`config.mk`:
```
export PLATFORM = sky130hd
export DESIGN_NAME = ternary_stream_reducer_flat
export DESIGN_NICKNAME = d
export VERILOG_FILES = /design/src/rtl/ternary_stream_reducer_if.sv /design/src/rtl/ternary_stream_reducer.sv /design/src/flat_wrapper.sv
export SDC_FILE = /design/constraint.sdc
export NUM_CORES = 1
export LEC_CHECK = 0
export CORE_MARGIN = 2
export CORE_UTILIZATION = 45
export DETAILED_ROUTE_END_ITERATION = 10
export PLACE_DENSITY_LB_ADDON = 0.3
export SKIP_CTS_REPAIR_TIMING = 1
export SLEW_MARGIN = 20
export SYNTH_ARGS = -nofsm -noshare
export SYNTH_HDL_FRONTEND = slang
export SYNTH_SLANG_ARGS = --single-unit
```
`constraint.sdc`:
```
create_clock -name clk -period 2 [get_ports clk]
set_clock_uncertainty 0.1 [all_clocks]
set_input_delay 0.3 -clock clk [delete_from_list [all_inputs] [get_ports clk]]
set_output_delay 0.3 -clock clk [all_outputs]
set_load 0.05 [all_outputs]
```
`src/rtl/ternary_stream_reducer_if.sv`:
```
// Stream bundle for ternary_stream_reducer: input beat channel plus result channel.
// slave is the reducer side, master is the producer/consumer side.
interface ternary_stream_reducer_if #(
    parameter int TRITS = 4,
    parameter int LEN_W = 4
);
    logic [1:0]         op;
    logic               in_valid;
    logic               in_ready;
    logic [2*TRITS-1:0] in_data;
    logic               in_last;
    logic               out_valid;
    logic               out_ready;
    logic [2*TRITS-1:0] out_data;
    logic [LEN_W-1:0]   out_len;
    logic               out_err;

    modport slave (
        input  op, in_valid, in_data, in_last, out_ready,
        output in_ready, out_valid, out_data, out_len, out_err
    );

    modport master (
        output op, in_valid, in_data, in_last, out_ready,
        input  in_ready, out_valid, out_data, out_len, out_err
    );
endinterface

```
`src/rtl/ternary_stream_reducer.sv`:
```
// Folds a packet of packed ternary words into one word (min/max/consensus).
// Define TERNARY_SUM_EN to build the per-trit sum mod 3 on op=11; otherwise op=11 acts as min.
module ternary_stream_reducer #(
    parameter int TRITS = 4,
    parameter int LEN_W = 4
) (
    input  logic                    clk,
    input  logic                    rst_n,
    ternary_stream_reducer_if.slave bus
);

    typedef enum logic [1:0] {IDLE, ACCUM, DONE} state_t;

    state_t             state, state_next;
    logic [1:0]         op_q;
    logic [2*TRITS-1:0] acc, acc_fold, acc_next, in_norm;
    logic [LEN_W-1:0]   len, len_next;
    logic               err, err_next, in_illegal;
    logic               in_ready_int, out_valid_int, accept, first_beat;
    logic [2*TRITS-1:0] out_data_q;
    logic [LEN_W-1:0]   out_len_q;
    logic               out_err_q;

    function automatic logic [1:0] fold_trit(input logic [1:0] fop, input logic [1:0] a, input logic [1:0] b);
        logic [1:0] r;
        case (fop)
            2'b01:   r = (a > b) ? a : b;
            2'b10:   r = (a == b) ? a : 2'b01;
`ifdef TERNARY_SUM_EN
            2'b11: begin
                logic [2:0] s;
                s = {1'b0, a} + {1'b0, b};
                if (s >= 3'd3) s = s - 3'd3;
                r = s[1:0];
            end
`endif
            default: r = (a < b) ? a : b;
        endcase
        return r;
    endfunction

    // Illegal code 11 is folded as 2 and remembered in the error flag.
    always_comb begin
        in_norm    = '0;
        in_illegal = 1'b0;
        acc_fold   = '0;
        for (int i = 0; i < TRITS; i++) begin
            in_norm[2*i +: 2] = (bus.in_data[2*i +: 2] == 2'b11) ? 2'b10 : bus.in_data[2*i +: 2];
            in_illegal        = in_illegal | (&bus.in_data[2*i +: 2]);
        end
        for (int i = 0; i < TRITS; i++) begin
            acc_fold[2*i +: 2] = fold_trit(op_q, acc[2*i +: 2], in_norm[2*i +: 2]);
        end
    end

    always_comb begin
        first_beat = (state == IDLE);
        acc_next   = first_beat ? in_norm : acc_fold;
        len_next   = first_beat ? LEN_W'(1) : ((len == '1) ? len : len + LEN_W'(1));
        err_next   = first_beat ? in_illegal : (err | in_illegal);
    end

    always_ff @(posedge clk or negedge rst_n) begin
        if (!rst_n) begin
            state <= IDLE;
        end else begin
            state <= state_next;
        end
    end

    always_comb begin
        state_next    = state;
        in_ready_int  = 1'b0;
        out_valid_int = 1'b0;
        accept        = 1'b0;
        case (state)
            IDLE, ACCUM: begin
                in_ready_int = 1'b1;
                accept       = bus.in_valid;
                if (bus.in_valid) begin
                    state_next = bus.in_last ? DONE : ACCUM;
                end
            end
            DONE: begin
                out_valid_int = 1'b1;
                if (bus.out_ready) begin
                    state_next = IDLE;
                end
            end
            default: state_next = IDLE;
        endcase
    end

    // Result registers are loaded only when the last beat lands, so they hold across later packets.
    always_ff @(posedge clk or negedge rst_n) begin
        if (!rst_n) begin
            acc        <= '0;
            len        <= '0;
            err        <= 1'b0;
            op_q       <= 2'b00;
            out_data_q <= '0;
            out_len_q  <= '0;
            out_err_q  <= 1'b0;
        end else if (accept) begin
            acc <= acc_next;
            len <= len_next;
            err <= err_next;
            if (first_beat) begin
                op_q <= bus.op;
            end
            if (bus.in_last) begin
                out_data_q <= acc_next;
                out_len_q  <= len_next;
                out_err_q  <= err_next;
            end
        end
    end

    assign bus.in_ready  = in_ready_int;
    assign bus.out_valid = out_valid_int;
    assign bus.out_data  = out_data_q;
    assign bus.out_len   = out_len_q;
    assign bus.out_err   = out_err_q;

endmodule

```
`src/flat_wrapper.sv`:
```
// flat-port wrapper written by rule: the top's interface ports become plain ports
module ternary_stream_reducer_flat 
#(
    parameter int TRITS = 4,
    parameter int LEN_W = 4
)
  (clk, rst_n, bus_op, bus_in_valid, bus_in_data, bus_in_last, bus_out_ready, bus_in_ready, bus_out_valid, bus_out_data, bus_out_len, bus_out_err);
  ternary_stream_reducer_if #(.TRITS(TRITS), .LEN_W(LEN_W)) bus_i ();
  input  logic clk;
  input  logic rst_n;
  input wire logic [$bits(bus_i.op)-1:0] bus_op;
  input wire logic [$bits(bus_i.in_valid)-1:0] bus_in_valid;
  input wire logic [$bits(bus_i.in_data)-1:0] bus_in_data;
  input wire logic [$bits(bus_i.in_last)-1:0] bus_in_last;
  input wire logic [$bits(bus_i.out_ready)-1:0] bus_out_ready;
  output wire logic [$bits(bus_i.in_ready)-1:0] bus_in_ready;
  output wire logic [$bits(bus_i.out_valid)-1:0] bus_out_valid;
  output wire logic [$bits(bus_i.out_data)-1:0] bus_out_data;
  output wire logic [$bits(bus_i.out_len)-1:0] bus_out_len;
  output wire logic [$bits(bus_i.out_err)-1:0] bus_out_err;
  assign bus_i.op = bus_op;
  assign bus_i.in_valid = bus_in_valid;
  assign bus_i.in_data = bus_in_data;
  assign bus_i.in_last = bus_in_last;
  assign bus_i.out_ready = bus_out_ready;
  assign bus_in_ready = bus_i.in_ready;
  assign bus_out_valid = bus_i.out_valid;
  assign bus_out_data = bus_i.out_data;
  assign bus_out_len = bus_i.out_len;
  assign bus_out_err = bus_i.out_err;
  ternary_stream_reducer #(.TRITS(TRITS), .LEN_W(LEN_W)) u_core (.clk(clk), .rst_n(rst_n), .bus(bus_i));
endmodule
```
---- Word level (Yosys, flattened, before mapping) ----
Cells that the tools add are included.
storage, ports and cells
  register bits after elaboration ......... 30
  input port bits ......................... 15
  output and inout port bits .............. 15
  logic and storage cells ................. 76
operators by class
  add/subtract/negate cells ............... 1
  magnitude comparators ................... 8
  eq/ne operators ......................... 15
  mux-type cells .......................... 31
  bitwise operators ....................... 4
  reductions and logical operators ........ 9
operators with widths
  operator                                                               count
  2-bit 2-to-1 mux                                                       19
  2-bit case mux with 2 select lines                                     5
  2-bit AND reduction                                                    7
  2-bit equality test, second input constant                             6
  2-bit equality test                                                    4
  2-bit > comparator                                                     4
  2-bit less-than comparator                                             4
  4-bit 2-to-1 mux                                                       2
  8-bit 2-to-1 mux                                                       1
  4-bit by 1-bit adder with 4-bit output, second input constant          1
  2-bit by 1-bit equality test with 1-bit output, second input constant  2
  4-bit equality test, second input constant                             1
  1-bit 2-to-1 mux                                                       4
  2-bit != test, second input constant                                   2
  1-bit bitwise OR                                                       4
  2-bit logical NOT                                                      1
  2-bit OR reduction                                                     1

---- Depth between registers and ports, before layout ----
  depth in word-level cells ............... 6
  gate-level depth with buffers ........... 7
  gate-level depth less buffers ........... 7

---- Worst setup path before layout ----
OpenSTA, ideal clock, no wires.
  path kind ............................... flip-flop to flip-flop
  start point ............................. register u_core.acc[3]
  end point ............................... register u_core.acc[2]
  setup time .............................. 0.129 ns
  arrival time ............................ 1.514 ns
  required time ........................... 1.771 ns
  path slack .............................. 0.257 ns
  cell stages (with the launch flop) ...... 8
  buffers on the path ..................... 0
  period minus slack after synthesis ...... 1.743 ns
  cells stage by stage .................... dfrtp_1 inv_1 ha_1 o21bai_2 nand2_1 mux2_4 a21oi_2 o22ai_1
between the ends
  cells in the longest elaborated chain, start to end .. 4
  elaborated cells on any way between the ends .. 8
  classes of those cells .................. order compare (2); eq/ne (1); mux (5)
ends and longest elaborated chain
  item                                                      RTL line                                                                                  text
  start, declared                                           ternary_stream_reducer.sv:16                                                              logic [2*TRITS-1:0] acc, acc_fold, acc_next, in_norm;
  start signal, assigned                                    ternary_stream_reducer.sv:105                                                             acc <= acc_next;
  2-bit less-than comparator, or another cell as far along  ternary_stream_reducer.sv:37                                                              default: r = (a < b) ? a : b;
  2-bit 2-to-1 mux (on tied branches)                       ternary_stream_reducer.sv:37, ternary_stream_reducer.sv:27, ternary_stream_reducer.sv:28
  2-bit case mux with 2 select lines *                      ternary_stream_reducer.sv:26                                                              case (fop)
  8-bit 2-to-1 mux *                                        ternary_stream_reducer.sv:58                                                              acc_next = first_beat ? in_norm : acc_fold;
Every way passes the cells marked *; elsewhere a longest branch is shown, timed or not.
A chain may end at the register's enable or synchronous reset.

---- Final worst setup path ----
  start point ............................. input port bus_in_data[0]
  end point ............................... register u_core.acc[0]
between the ends
  cells in the longest elaborated chain, start to end .. 6
  elaborated cells on any way between the ends .. 10
  classes of those cells .................. order compare (2); eq/ne (2); mux (6)
ends and longest elaborated chain
  item                                                      RTL line                                                                                  text
  start, declared                                           flat_wrapper.sv:13                                                                        input wire logic [$bits(bus_i.in_data)-1:0] bus_in_data;
  2-bit equality test                                       ternary_stream_reducer.sv:48                                                              in_norm[2*i +: 2] = (bus.in_data[2*i +: 2] == 2'b11) ? 2'b10 : bus.in_data[2*i +: 2];
  2-bit 2-to-1 mux *                                        ternary_stream_reducer.sv:48
  2-bit less-than comparator, or another cell as far along  ternary_stream_reducer.sv:37
  2-bit 2-to-1 mux (on tied branches)                       ternary_stream_reducer.sv:37, ternary_stream_reducer.sv:27, ternary_stream_reducer.sv:28
  2-bit case mux with 2 select lines                        ternary_stream_reducer.sv:26
  8-bit 2-to-1 mux *                                        ternary_stream_reducer.sv:58
Marks and branches as above.

==> results.md <==
- Hold Vio Cnt, Final: 0
- DIE AREA: between 5000 and 6000 um^2
- Cell Area, Synth: about 2100 um^2
- I/O pins: 30
- CP Launch Type: primary input
- Max cap viols: 0
- HPWL Detailed: around 3.2 mm
- Cell Pwr Density: ~1200 nW/um^2
- Via count: roughly 1700
- Leak pwr: between 1 and 1.5 nW
- Total clock sinks: 30
- Top-count cell post-synth: nand2_1
- List of most frequent post-synthesis cells: 35 x nand2_1, 30 x dfrtp_1, 19 x ha_1
- N_diodes: 0
- Async SR Flop Fraction: 1.00
- Starting DRT DRC Count: 85
- Slowest cell on the critical path: clkdlybuf4s50_1
- Compound-Gate Fraction of Synth Area: 0.223
- ANT nets after route: 0
- Peak VDD IR: ~0.00083 V
- WP buf/inv: 1
- Netlist cell types: 38
- Post-route insts no fill: 318
- Clock transition at path regs: roughly 0.070 ns
- Die Width: slightly above 70 um
- Setup ws final: 0.111 ns
- Worst setup EP type: flop
- DP Cell Count: a little over 300
- Worst-Margin Slew: 0.522 ns
- Crit path DAT: ~2 ns
- Total Routed Length: 4.45 mm
- WS Path Type: in2reg
- Slew Viols, Final: 0
- Setup TNS: 0 ns
- Main flop type after synthesis: dfrtp_1
- Yosys top cell by area: dfrtp_1
- CTS tree: built
- Worst hold path type: in2async
- H-tree levels: 2
- Clock Tree Buf Depth: 2
- Critical Path RT: just over 2 ns
- CP top delay family: buffers and inverters
- Sequential share of the synthesized area: 0.364
- Clock root cell: clkbuf_8
- GR Util All Layers: 0.194
- Synth Area in Adders: 0.115
- Mux cell area share after synthesis: 0.0898
- Area contributors post-synth: dfrtp_1 36%, ha_1 12%, nand2_1 6.4%, o21ai_1 4.1%, mux2i_1 3.9%
- Synthesized instance count: around 220
- RSZ-0062 raised after global routing: no
- Die height: between 70 and 80 um
- Nets: about 300
- Buffers on Ports: 29
- Dpl ws: -0.289 ns
- Combinational family with the most area after synthesis: compound AO/OA/AOI/OAI gates
- Wire per inst: about 14 um
- TritonRoute pass-1 iters: 5
- Pin count of the biggest net entering global routing: 31
- Largest stage delay, worst path: 0.50 ns
- Number of buffers created by CTS: 5
- Syn-to-layout area delta: 29.7%
- Initial Util: 0.470
- Synth Area in XOR/XNOR: 0.00425
- Simple-Gate Fraction of Synth Area: 0.143
- Vias in the first global route: approximately 1600
- Avg Inst Size Synth: 9.46 um^2
- Critical path cell sequence: clkdlybuf4s50_1 -> nor2b_4 -> ha_1 -> nand2b_4 -> nand2_1 -> mux2_4 -> a21oi_4 -> o22ai_1
- Fraction of layout cells with a size suffix above 1: 0.263
- Vias per std cell: approximately 5.3
- Site Rows: 24
- Top-area cell type share of the netlist area: 0.364
- Final setup vio count: 0
- First-pass GRT wire length: 7.73 mm
- Net count after synthesis: 252
- Core area: 4380 um^2
- Min cycle time layout: 1.89 ns
- Worst hold slack: between 0.2 and 0.3 ns
- Status: completed
- Peak fanout along the critical path: 3
- Period utilization: 0.945
- Drc violations: 0
- #FFs+latches synth: 30
- Gr ovfl total: 0
- Rel. slew slack: 0.651
- EDFF count, synth: 0
- Initial antenna violation count: 0
- Ys Warns: 0
- Max Freq: 529 MHz
- GP Congestion: approximately 0.8
- Worst-Skew Late Latency: roughly 0.29 ns
-- flip-flops by register name, indices dropped and copies added, names as in the netlist --
register             cells
u_core.bus.out_data      8
u_core.state             2
u_core.bus.out_err       1
u_core.err               1
u_core.bus.out_len       4
u_core.op_q              2
u_core.acc               8
u_core.len               4
-- stage by stage --
stage          power [W]   util  instance area, um^2
6_report         0.00319  0.610                 2670
5_1_grt          0.00341  0.610                 2670
4_1_cts          0.00311  0.594                 2600
3_5_place_dp     0.00259  0.573                 2510
3_3_place_gp     0.00255  0.573                 2510
2_1_floorplan    0.00211      -                 2060
-- worst register-to-register path, stage by stage (launching register included) --
cell      delay [ns]
dfrtp_1         0.42
inv_1           0.06
ha_1            0.32
o21bai_2        0.19
nand2_1         0.09
mux2_4          0.30
a21oi_2         0.17
o22ai_1         0.10
-- report_power, final --
group	leakage [nW]	total [W]	switching, W	internal, W
Clock	0.0482	0.000507	0.000230	0.000277
Sequential	0.381	0.000979	0.000181	0.000797
Combinational	0.871	0.00170	0.000980	0.000719
Total	1.30	0.00319	0.00139	0.00179
-- logic make-up (layout without fill, tap and decap cells) --
| kind of cell | count (synthesis) | after routing |
|---|---|---|
| DFF | 30 | 30 |
| muxes | 16 | 16 |
| buffers and inverters | 28 | 76 |
| xor gates and xnor gates | 1 | 1 |
| and+or+nand+nor | 62 | 62 |
| adders and majority gates | 19 | 19 |
| AOI/OAI and AO/OA | 62 | 62 |
-- final cells by class --
| type | instances | area [um^2] |
|---|---|---|
| clock inverters | 1 | 5.00 |
| clock buffers | 7 | 86.3 |
| well taps | 52 | 65.1 |
| inverters | 18 | 67.6 |
| flip-flops and latches | 30 | 751 |
| repair buffers | 50 | 453 |
| multi-input cells | 160 | 1250 |
| fillers | 374 | 1710 |
-- layout by cell type, fill, tap and decap left out, types with 6 or more instances in the layout --
cell type        synthesis  layout
o22ai_1                  7       7
buf_4                    3      23
ha_1                    19      19
inv_1                   17      17
nor2_1                  12      12
nand2_1                 35      35
mux2i_1                  8       7
clkbuf_8                 0       6
o21ai_0                  8       8
dfrtp_1                 30      30
clkdlybuf4s50_1          0      23
o21ai_1                 17      17
-- metal layers --
metal / track usage / routed length, um / up-vias
met5: 0 / 0 / -
met3: 0.0520 / 229 / 4
met4: 0.0503 / 45 / 0
met2: 0.294 / 2030 / 39
met1: 0.274 / 2140 / 803
li1: - / - / 844
-- worst paths after layout --
kind | start | endpoint | slack (ns) | depth (start not counted)
max | bus_in_data[0] | u_core.acc[0]$_DFFE_PN0P_ | 0.11 | 8
min | rst_n | u_core.bus.out_data[5]$_DFFE_PN0P_ | 0.29 | 2
max reg2reg | u_core.acc[5]$_DFFE_PN0P_ | u_core.acc[4]$_DFFE_PN0P_ | 0.13 | 7
min reg2reg | u_core.bus.out_data[6]$_DFFE_PN0P_ | u_core.bus.out_data[6]$_DFFE_PN0P_ | 0.38 | 2
max in group asynchronous | rst_n | u_core.bus.out_data[6]$_DFFE_PN0P_ | 1.20 | 2
min in group clk | u_core.bus.out_data[6]$_DFFE_PN0P_ | u_core.bus.out_data[6]$_DFFE_PN0P_ | 0.38 | 2
No activity file was read; power rests on OpenSTA's default activity.
